### src/rtl/cp0_exc_ctrl_pkg.sv
// CP0 exception controller shared definitions:
// register numbers, ExcCodes, bit-field positions.
package cp0_exc_ctrl_pkg;

    localparam logic [4:0] CP0_SR    = 5'd12;
    localparam logic [4:0] CP0_CAUSE = 5'd13;
    localparam logic [4:0] CP0_EPC   = 5'd14;
    localparam logic [4:0] CP0_PRID  = 5'd15;

    localparam logic [4:0] EXC_INT  = 5'd0;
    localparam logic [4:0] EXC_ADEL = 5'd4;
    localparam logic [4:0] EXC_ADES = 5'd5;
    localparam logic [4:0] EXC_RI   = 5'd10;
    localparam logic [4:0] EXC_OV   = 5'd12;

    localparam logic [31:0] HANDLER_PC_DEF = 32'h0000_4180;
    localparam logic [31:0] PRID_DEF       = 32'h4D49_5053;

    localparam int SR_IE     = 0;
    localparam int SR_EXL    = 1;
    localparam int SR_IM_LO  = 10;
    localparam int SR_IM_HI  = 15;

    localparam int CAUSE_EXC_LO = 2;
    localparam int CAUSE_EXC_HI = 6;
    localparam int CAUSE_IP_LO  = 10;
    localparam int CAUSE_IP_HI  = 15;
    localparam int CAUSE_BD     = 31;

endpackage

### src/rtl/cp0_exc_ctrl_if.sv
// M-stage <-> CP0 bundle: exception/interrupt inputs,
// mtc0/eret requests, read data and redirect outputs.
interface cp0_exc_ctrl_if;

    logic [31:0] m_pc;
    logic        m_bd;
    logic        m_exc_valid;
    logic [4:0]  m_exc_code;
    logic [5:0]  hw_int;
    logic        m_mtc0;
    logic        m_eret;
    logic [4:0]  m_cp0_addr;
    logic [31:0] m_wdata;

    logic [31:0] rdata;
    logic        exc_req;
    logic        eret_req;
    logic [31:0] epc_out;
    logic [31:0] exc_pc;

    modport master (
        output m_pc, m_bd, m_exc_valid, m_exc_code, hw_int,
        output m_mtc0, m_eret, m_cp0_addr, m_wdata,
        input  rdata, exc_req, eret_req, epc_out, exc_pc
    );

    modport slave (
        input  m_pc, m_bd, m_exc_valid, m_exc_code, hw_int,
        input  m_mtc0, m_eret, m_cp0_addr, m_wdata,
        output rdata, exc_req, eret_req, epc_out, exc_pc
    );

endinterface

### src/rtl/cp0_exc_ctrl_int_arb.sv
// Interrupt vs exception arbitration; interrupt wins
// and reports ExcCode 0.
module cp0_int_arb
    import cp0_exc_ctrl_pkg::*;
(
    input  logic [5:0] hw_int_i,
    input  logic [5:0] im_i,
    input  logic       ie_i,
    input  logic       exl_i,
    input  logic       exc_valid_i,
    input  logic [4:0] exc_code_i,
    output logic       take_o,
    output logic [4:0] code_o
);

    logic int_req;
    logic exc_only;

    // Masked, enabled interrupt beats a pending M-stage exception
    always_comb begin
        int_req  = (|(hw_int_i & im_i)) & ie_i & ~exl_i;
        exc_only = exc_valid_i & ~exl_i;
        take_o   = int_req | exc_only;
        code_o   = int_req ? EXC_INT : exc_code_i;
    end

endmodule

### src/rtl/cp0_exc_ctrl.sv
// CP0 SR/Cause/EPC state, exception entry, eret return
// and mtc0 writes for the M stage.
module cp0_exc_ctrl
    import cp0_exc_ctrl_pkg::*;
#(
    parameter logic [31:0] HANDLER_PC = HANDLER_PC_DEF,
    parameter logic [31:0] PRID_VAL   = PRID_DEF
) (
    input  logic           clk,
    input  logic           reset,
    cp0_exc_ctrl_if.slave  bus
);

    logic [5:0]  im_q, im_d;
    logic        exl_q, exl_d;
    logic        ie_q, ie_d;
    logic        bd_q, bd_d;
    logic [5:0]  ip_q, ip_d;
    logic [4:0]  code_q, code_d;
    logic [29:0] epc_q, epc_d;

    logic        take;
    logic [4:0]  arb_code;
    logic [31:0] sr_w;
    logic [31:0] cause_w;
    logic [31:0] epc_w;
    logic        unused_ok;

    cp0_int_arb u_arb (
        .hw_int_i    (bus.hw_int),
        .im_i        (im_q),
        .ie_i        (ie_q),
        .exl_i       (exl_q),
        .exc_valid_i (bus.m_exc_valid),
        .exc_code_i  (bus.m_exc_code),
        .take_o      (take),
        .code_o      (arb_code)
    );

    assign unused_ok = ^bus.m_pc[1:0];

    assign sr_w    = {16'b0, im_q, 8'b0, exl_q, ie_q};
    assign cause_w = {bd_q, 15'b0, ip_q, 3'b0, code_q, 2'b0};
    assign epc_w   = {epc_q, 2'b0};

    // Redirect requests; both held low while reset is asserted
    always_comb begin
        bus.exc_req  = take & ~reset;
        bus.eret_req = bus.m_eret & ~take & ~reset;
        bus.epc_out  = epc_w;
        bus.exc_pc   = HANDLER_PC;
    end

    // Combinational CP0 read of the pre-edge registers
    always_comb begin
        bus.rdata = 32'b0;
        case (bus.m_cp0_addr)
            CP0_SR:    bus.rdata = sr_w;
            CP0_CAUSE: bus.rdata = cause_w;
            CP0_EPC:   bus.rdata = epc_w;
            CP0_PRID:  bus.rdata = PRID_VAL;
            default:   bus.rdata = 32'b0;
        endcase
    end

    // Next state: exception entry drops any eret/mtc0
    always_comb begin
        im_d   = im_q;
        exl_d  = exl_q;
        ie_d   = ie_q;
        bd_d   = bd_q;
        code_d = code_q;
        epc_d  = epc_q;
        ip_d   = bus.hw_int;
        if (bus.exc_req) begin
            exl_d  = 1'b1;
            bd_d   = bus.m_bd;
            code_d = arb_code;
            epc_d  = bus.m_pc[31:2] - {29'd0, bus.m_bd};
        end else begin
            if (bus.eret_req) begin
                exl_d = 1'b0;
            end
            if (bus.m_mtc0) begin
                case (bus.m_cp0_addr)
                    CP0_SR: begin
                        im_d  = bus.m_wdata[SR_IM_HI:SR_IM_LO];
                        exl_d = bus.m_wdata[SR_EXL];
                        ie_d  = bus.m_wdata[SR_IE];
                    end
                    CP0_EPC: epc_d = bus.m_wdata[31:2];
                    default: ;
                endcase
            end
        end
    end

    // State registers with synchronous reset
    always_ff @(posedge clk) begin
        if (reset) begin
            im_q   <= '0;
            exl_q  <= 1'b0;
            ie_q   <= 1'b0;
            bd_q   <= 1'b0;
            ip_q   <= '0;
            code_q <= '0;
            epc_q  <= '0;
        end else begin
            im_q   <= im_d;
            exl_q  <= exl_d;
            ie_q   <= ie_d;
            bd_q   <= bd_d;
            ip_q   <= ip_d;
            code_q <= code_d;
            epc_q  <= epc_d;
        end
    end

endmodule

### src/flat_wrapper.sv
// flat-port wrapper written by rule: the top's interface ports become plain ports
module cp0_exc_ctrl_flat import cp0_exc_ctrl_pkg::*;
#(
    parameter logic [31:0] HANDLER_PC = HANDLER_PC_DEF,
    parameter logic [31:0] PRID_VAL   = PRID_DEF
)
  (clk, reset, bus_m_pc, bus_m_bd, bus_m_exc_valid, bus_m_exc_code, bus_hw_int, bus_m_mtc0, bus_m_eret, bus_m_cp0_addr, bus_m_wdata, bus_rdata, bus_exc_req, bus_eret_req, bus_epc_out, bus_exc_pc);
  cp0_exc_ctrl_if bus_i ();
  input  logic clk;
  input  logic reset;
  input wire logic [$bits(bus_i.m_pc)-1:0] bus_m_pc;
  input wire logic [$bits(bus_i.m_bd)-1:0] bus_m_bd;
  input wire logic [$bits(bus_i.m_exc_valid)-1:0] bus_m_exc_valid;
  input wire logic [$bits(bus_i.m_exc_code)-1:0] bus_m_exc_code;
  input wire logic [$bits(bus_i.hw_int)-1:0] bus_hw_int;
  input wire logic [$bits(bus_i.m_mtc0)-1:0] bus_m_mtc0;
  input wire logic [$bits(bus_i.m_eret)-1:0] bus_m_eret;
  input wire logic [$bits(bus_i.m_cp0_addr)-1:0] bus_m_cp0_addr;
  input wire logic [$bits(bus_i.m_wdata)-1:0] bus_m_wdata;
  output wire logic [$bits(bus_i.rdata)-1:0] bus_rdata;
  output wire logic [$bits(bus_i.exc_req)-1:0] bus_exc_req;
  output wire logic [$bits(bus_i.eret_req)-1:0] bus_eret_req;
  output wire logic [$bits(bus_i.epc_out)-1:0] bus_epc_out;
  output wire logic [$bits(bus_i.exc_pc)-1:0] bus_exc_pc;
  assign bus_i.m_pc = bus_m_pc;
  assign bus_i.m_bd = bus_m_bd;
  assign bus_i.m_exc_valid = bus_m_exc_valid;
  assign bus_i.m_exc_code = bus_m_exc_code;
  assign bus_i.hw_int = bus_hw_int;
  assign bus_i.m_mtc0 = bus_m_mtc0;
  assign bus_i.m_eret = bus_m_eret;
  assign bus_i.m_cp0_addr = bus_m_cp0_addr;
  assign bus_i.m_wdata = bus_m_wdata;
  assign bus_rdata = bus_i.rdata;
  assign bus_exc_req = bus_i.exc_req;
  assign bus_eret_req = bus_i.eret_req;
  assign bus_epc_out = bus_i.epc_out;
  assign bus_exc_pc = bus_i.exc_pc;
  cp0_exc_ctrl #(.HANDLER_PC(HANDLER_PC), .PRID_VAL(PRID_VAL)) u_core (.clk(clk), .reset(reset), .bus(bus_i));
endmodule
### config.mk
export PLATFORM = sky130hd
export DESIGN_NAME = cp0_exc_ctrl_flat
export DESIGN_NICKNAME = d
export VERILOG_FILES = /design/src/rtl/cp0_exc_ctrl_pkg.sv /design/src/rtl/cp0_exc_ctrl_if.sv /design/src/rtl/cp0_exc_ctrl_int_arb.sv /design/src/rtl/cp0_exc_ctrl.sv /design/src/flat_wrapper.sv
export SDC_FILE = /design/constraint.sdc
export NUM_CORES = 1
export LEC_CHECK = 0
export BUFFER_PORTS_ARGS = -buffer_cell sky130_fd_sc_hd__buf_2
export CORE_ASPECT_RATIO = 1.75
export CORE_UTILIZATION = 45
export CTS_BUF_LIST = sky130_fd_sc_hd__clkbuf_8 sky130_fd_sc_hd__clkbuf_16
export DETAILED_ROUTE_END_ITERATION = 16
export GPL_ROUTABILITY_DRIVEN = 0
export PLACE_DENSITY = 0.79
export SLEW_MARGIN = 0
export SYNTH_ARGS = -nofsm -noshare
export SYNTH_HDL_FRONTEND = slang
export SYNTH_SLANG_ARGS = --single-unit
### constraint.sdc
create_clock -name clk -period 2.9 [get_ports clk]
set_input_delay 0.145 -clock clk [delete_from_list [all_inputs] [get_ports clk]]
set_output_delay 0.145 -clock clk [all_outputs]
set_load 0.02 [all_outputs]
Word level (Yosys, flattened, before mapping)
Cells that the tools add are included.

cells by class
  add/sub/neg operators = 1
  equal/unequal tests = 4
  multiplexer cells = 9
  bitwise operators = 12
  reduce and logical (&&, ||, !) cells = 5

operators with widths
  kind                                                                   count
  32-bit case mux with 4 select lines                                    1
  30-bit two-way mux                                                     3
  30-bit by 1-bit subtractor with 30-bit output                          1
  5-bit by 4-bit equality test with 1-bit output, second input constant  4
  1-bit AND                                                              6
  6-bit AND                                                              1
  6-bit OR reduction                                                     1
  5-bit two-way mux                                                      1
  1-bit two-way mux                                                      4
  1-bit inverter                                                         4
  2-bit nonzero test                                                     2
  3-bit AND reduction                                                    1
  2-bit AND reduction                                                    1
  1-bit OR                                                               1

word-level totals
  flip-flop bits (word level) = 50
  input port bits = 86
  output and inout bits = 98

Logic depth before layout (Yosys ltp)
  depth after elaboration = 12
  gate-level depth with buffers = 8

Hierarchy
A second synthesis with hierarchy kept.

second synthesis, totals
  cells, all modules = 432
  area total of the unflattened synthesis = 3489.6 µm²

modules (own cells, without submodules)
  module        instances  cells an instance  area each (µm²)
  cp0_exc_ctrl  1          420                3374.5
  cp0_int_arb   1          12                 115.1

Worst setup path after synthesis
No wires, ideal clock.

  kind = input port to flip-flop
  from = input bus_m_pc[2]
  to = register u_core.epc_q[20]
  setup time = 142 ps
  data arrival time = 1956 ps
  required time = 2758 ps
  setup slack = 802 ps
  cell stages on the path = 8
  buffers on the path = 0
  path through = inv_1 > ha_1 > ha_1 > nor3b_1 > nand4_2 > or4_1 > a21oi_1 > a311oi_1

on the way
  cells in the longest elaborated chain, start to end = 2

RTL lines
  element                                        RTL line             text
  start, declared                                flat_wrapper.sv:11   input wire logic [$bits(bus_i.m_pc)-1:0] bus_m_pc;
  30-bit by 1-bit subtractor with 30-bit output  cp0_exc_ctrl.sv:79   epc_d = bus.m_pc[31:2] - {29'd0, bus.m_bd};
  30-bit two-way mux                             cp0_exc_ctrl.sv:75   if (bus.exc_req) begin
  end signal, assigned                           cp0_exc_ctrl.sv:115  epc_q <= epc_d;
  end, declared                                  cp0_exc_ctrl.sv:20   logic [29:0] epc_q, epc_d;

Every way passes these cells.
A chain may end at the register's enable or synchronous reset.

Worst setup path in the final report
Ends and elaborated chain as after synthesis.

==> impl_results.md <==
* CTS resizes at 0
* # clock sinks at 50
* Initial DRC count at 241
* Finished Cell Area at 0.00422 mm²
* Final Hold Vio Count at 0
* Root Buffer: clkbuf_16
* Number of global-route vias before repair at 3370
* DR vias/cell at 5.61
* Pre-antenna DRT Iters at 4
* Worst skew pair latency at 0.30 ns
* Top FF cell, synth: dfxtp_1
* Final setup fails at 0
* Seq/Total Area, Yosys at 29.7%
* # IOs at 184
* Post-synth ARST share at 0%
* Site Rows at 41
* Yosys reg bits at 50
* Peak supply drop at 0.000275 V
* Fin. max-slew vios at 0
* Routed Antenna Nets at 0
* Setup CP Type: in -> reg
* Tmin final at 2.20 ns
* Flop2flop setup slack at 1.05 ns
* Hold-fix buffers, CTS at 0
* Setup crit start kind: primary input
* Most common cell after layout, fill and taps aside: buf_2
* Mapped Cells at 436
* Synth top area share at 29.7%
* Cell variety after synth at 48
* Hpwl dp at 8.22 mm
* CTS tree: yes
* Number of CTS-inserted buffers at 5
* P_leak at 1.98 nW
* Fill cell total of the finished layout at 693
* Setup TNS at 0 ns
* Cell Area, Synth at 0.00337 mm²
* RSZ-0062 raised after global routing: no
* Power Dens Cells at 435 mW/mm²
* Antenna violations before repair at 0
* Cell accounting for the most synthesized area: dfxtp_1
* Final period utilization at 75.9%
* Worst-margin pin slew at 0.656 ns
* Worst Path Arrival at 2.36 ns
* Largest net degree at the start of global routing at 33
* Clock buffer depth at 2
* Post-CTS Repair Setup Buffers at 0
* First-pass GRT wire length at 16.7 mm
* Average routed wire per standard cell at 16.7 µm
* Worst flop-to-flop path startpoint: u_core.exl_q
* Die ar. at 0.00786 mm²
* Status: finished clean
* Starting Density at 46.6%
* WL final at 11.0 mm
* Clock skew at 0.00615 ns
* Worst reg2reg path depth at 6
* Slew headroom at 55.9%
* Syn avg cell area at 7.73 µm²
* Worst Hold Path Cells at 2
* GRT Total Usage at 28.6%
* Most frequent cells in the layout: buf_2 (147), nor2_1 (58), dfxtp_1 (50)
* Min-delay src: bus_hw_int[5]
* DRC at 0
* Worst Hold Class: in -> reg
* Routed via count at 3681
* Chip width at 67.4 µm
* Clock transition at path regs at 0.07 ns
* Nets at 657
* Die Height at 117 µm
* H-tree levels at 2
* Reg2reg end: u_core.epc_q[20]
* Core area at 0.00723 mm²
* Core Util, Final at 58.3%
* Worst hold path endpoint: u_core.ip_q[5]
* Post-synth EDFFs at 0
* Critical Path RT at 3.06 ns
* Fmax at 454 MHz
* Port buffer count at 147
* Grt ovf at 0
* Share of cells above drive strength 1 at 32.5%
* DP Area at 0.00406 mm²
* Max Cap Viol at 0
* Ys Warns at 0
* Antenna Diode Count at 0
* Crit-path max FO at 5
* P&R area growth vs syn at 25.1%
* Largest cells by area after synthesis: dfxtp_1 (30%), buf_4 (7.6%), nor2_1 (6.6%)
* WHS at 0.0778 ns
* CP Capture Type: flop
==> worst max-delay path, stage by stage <==
cell and delay, ns:
buf_2 0.09, inv_1 0.04, ha_1 0.25, ha_1 0.27, nor3b_1 0.46, nand4_2 0.28
or4_1 0.54, a21oi_1 0.21, a311oi_1 0.07
==> worst max path at each step <==
| stage | start | to | slack (ns) | cells past startpoint |
|---|---|---|---|---|
| after global placement | bus_m_pc[2] | u_core.epc_q[20] | 0.53 | 9 |
| after floorplan | bus_m_pc[2] | u_core.epc_q[20] | 0.80 | 8 |
| final | bus_m_pc[2] | u_core.epc_q[20] | 0.70 | 9 |
| after global routing | bus_m_pc[2] | u_core.epc_q[20] | 0.61 | 9 |
| after detailed placement | bus_m_pc[2] | u_core.epc_q[20] | 0.44 | 9 |
| after CTS | bus_m_pc[2] | u_core.epc_q[20] | 0.76 | 9 |
==> final cells by class <==
| class | count | area, µm² | area share (%) |
|---|---|---|---|
| timing repair buffer | 158 | 818 | 19.4 |
| multi-input combinational | 351 | 2120 | 50.2 |
| clock buffer | 5 | 125 | 2.97 |
| inverter | 3 | 11.3 | 0.267 |
| tap | 86 | 108 | 2.55 |
| sequential | 50 | 1000 | 23.7 |
| clock inverter | 3 | 37.5 | 0.890 |
==> through the flow <==
stage | worst slack, ns | std cells | total power [mW]
after floorplan | 0.802 | 468 | 1.05
after global placement | 0.534 | 648 | 1.18
after detailed placement | 0.443 | 648 | 1.18
after CTS | 0.756 | 656 | 1.83
after global routing | 0.610 | 656 | 1.91
final | 0.699 | 656 | 1.84
==> Yosys cell counts, types with 4 or more instances <==
library cell / count
nor2_1: 59
dfxtp_1: 50
nand2_1: 37
buf_4: 34
a211oi_1: 28
and3_1: 25
clkbuf_1: 25
nand3_1: 20
a21oi_1: 19
xnor2_1: 16
a311oi_1: 12
nor3_1: 10
o21ai_0: 10
xor2_1: 10
nor2b_1: 8
a22oi_1: 7
mux2i_1: 7
nand3b_1: 6
nand2b_1: 4
nor4_1: 4
==> sequential cells by signal, indices dropped and copies added, names as in the netlist <==
name,flops
u_core.epc_q,30
u_core.im_q,6
u_core.ip_q,6
u_core.code_q,5
u_core.bd_q,1
u_core.exl_q,1
u_core.ie_q,1
==> cell families after synthesis <==
logic type	share of synthesized area, %
buf+inv	11.4
compound gates	18.7
flops	29.7
fa+ha+maj	0.742
mux	2.75
xor+xnor	6.75
other cells	0.223
simple gates	29.8
==> metal layers <==
layer	global-route usage, %	share of wire, %
met1	32.7	37
met2	48.4	52
met3	4.69	6.9
met4	17.3	4.5
met5	0	0
==> report_power, final <==
group	internal (mW)	total (mW)	switching, mW
sequential	0.729	0.763	0.0334
clock	0.401	0.662	0.261
combinational	0.145	0.411	0.266
total	1.28	1.84	0.560
Power figures use the tool's default switching activity.
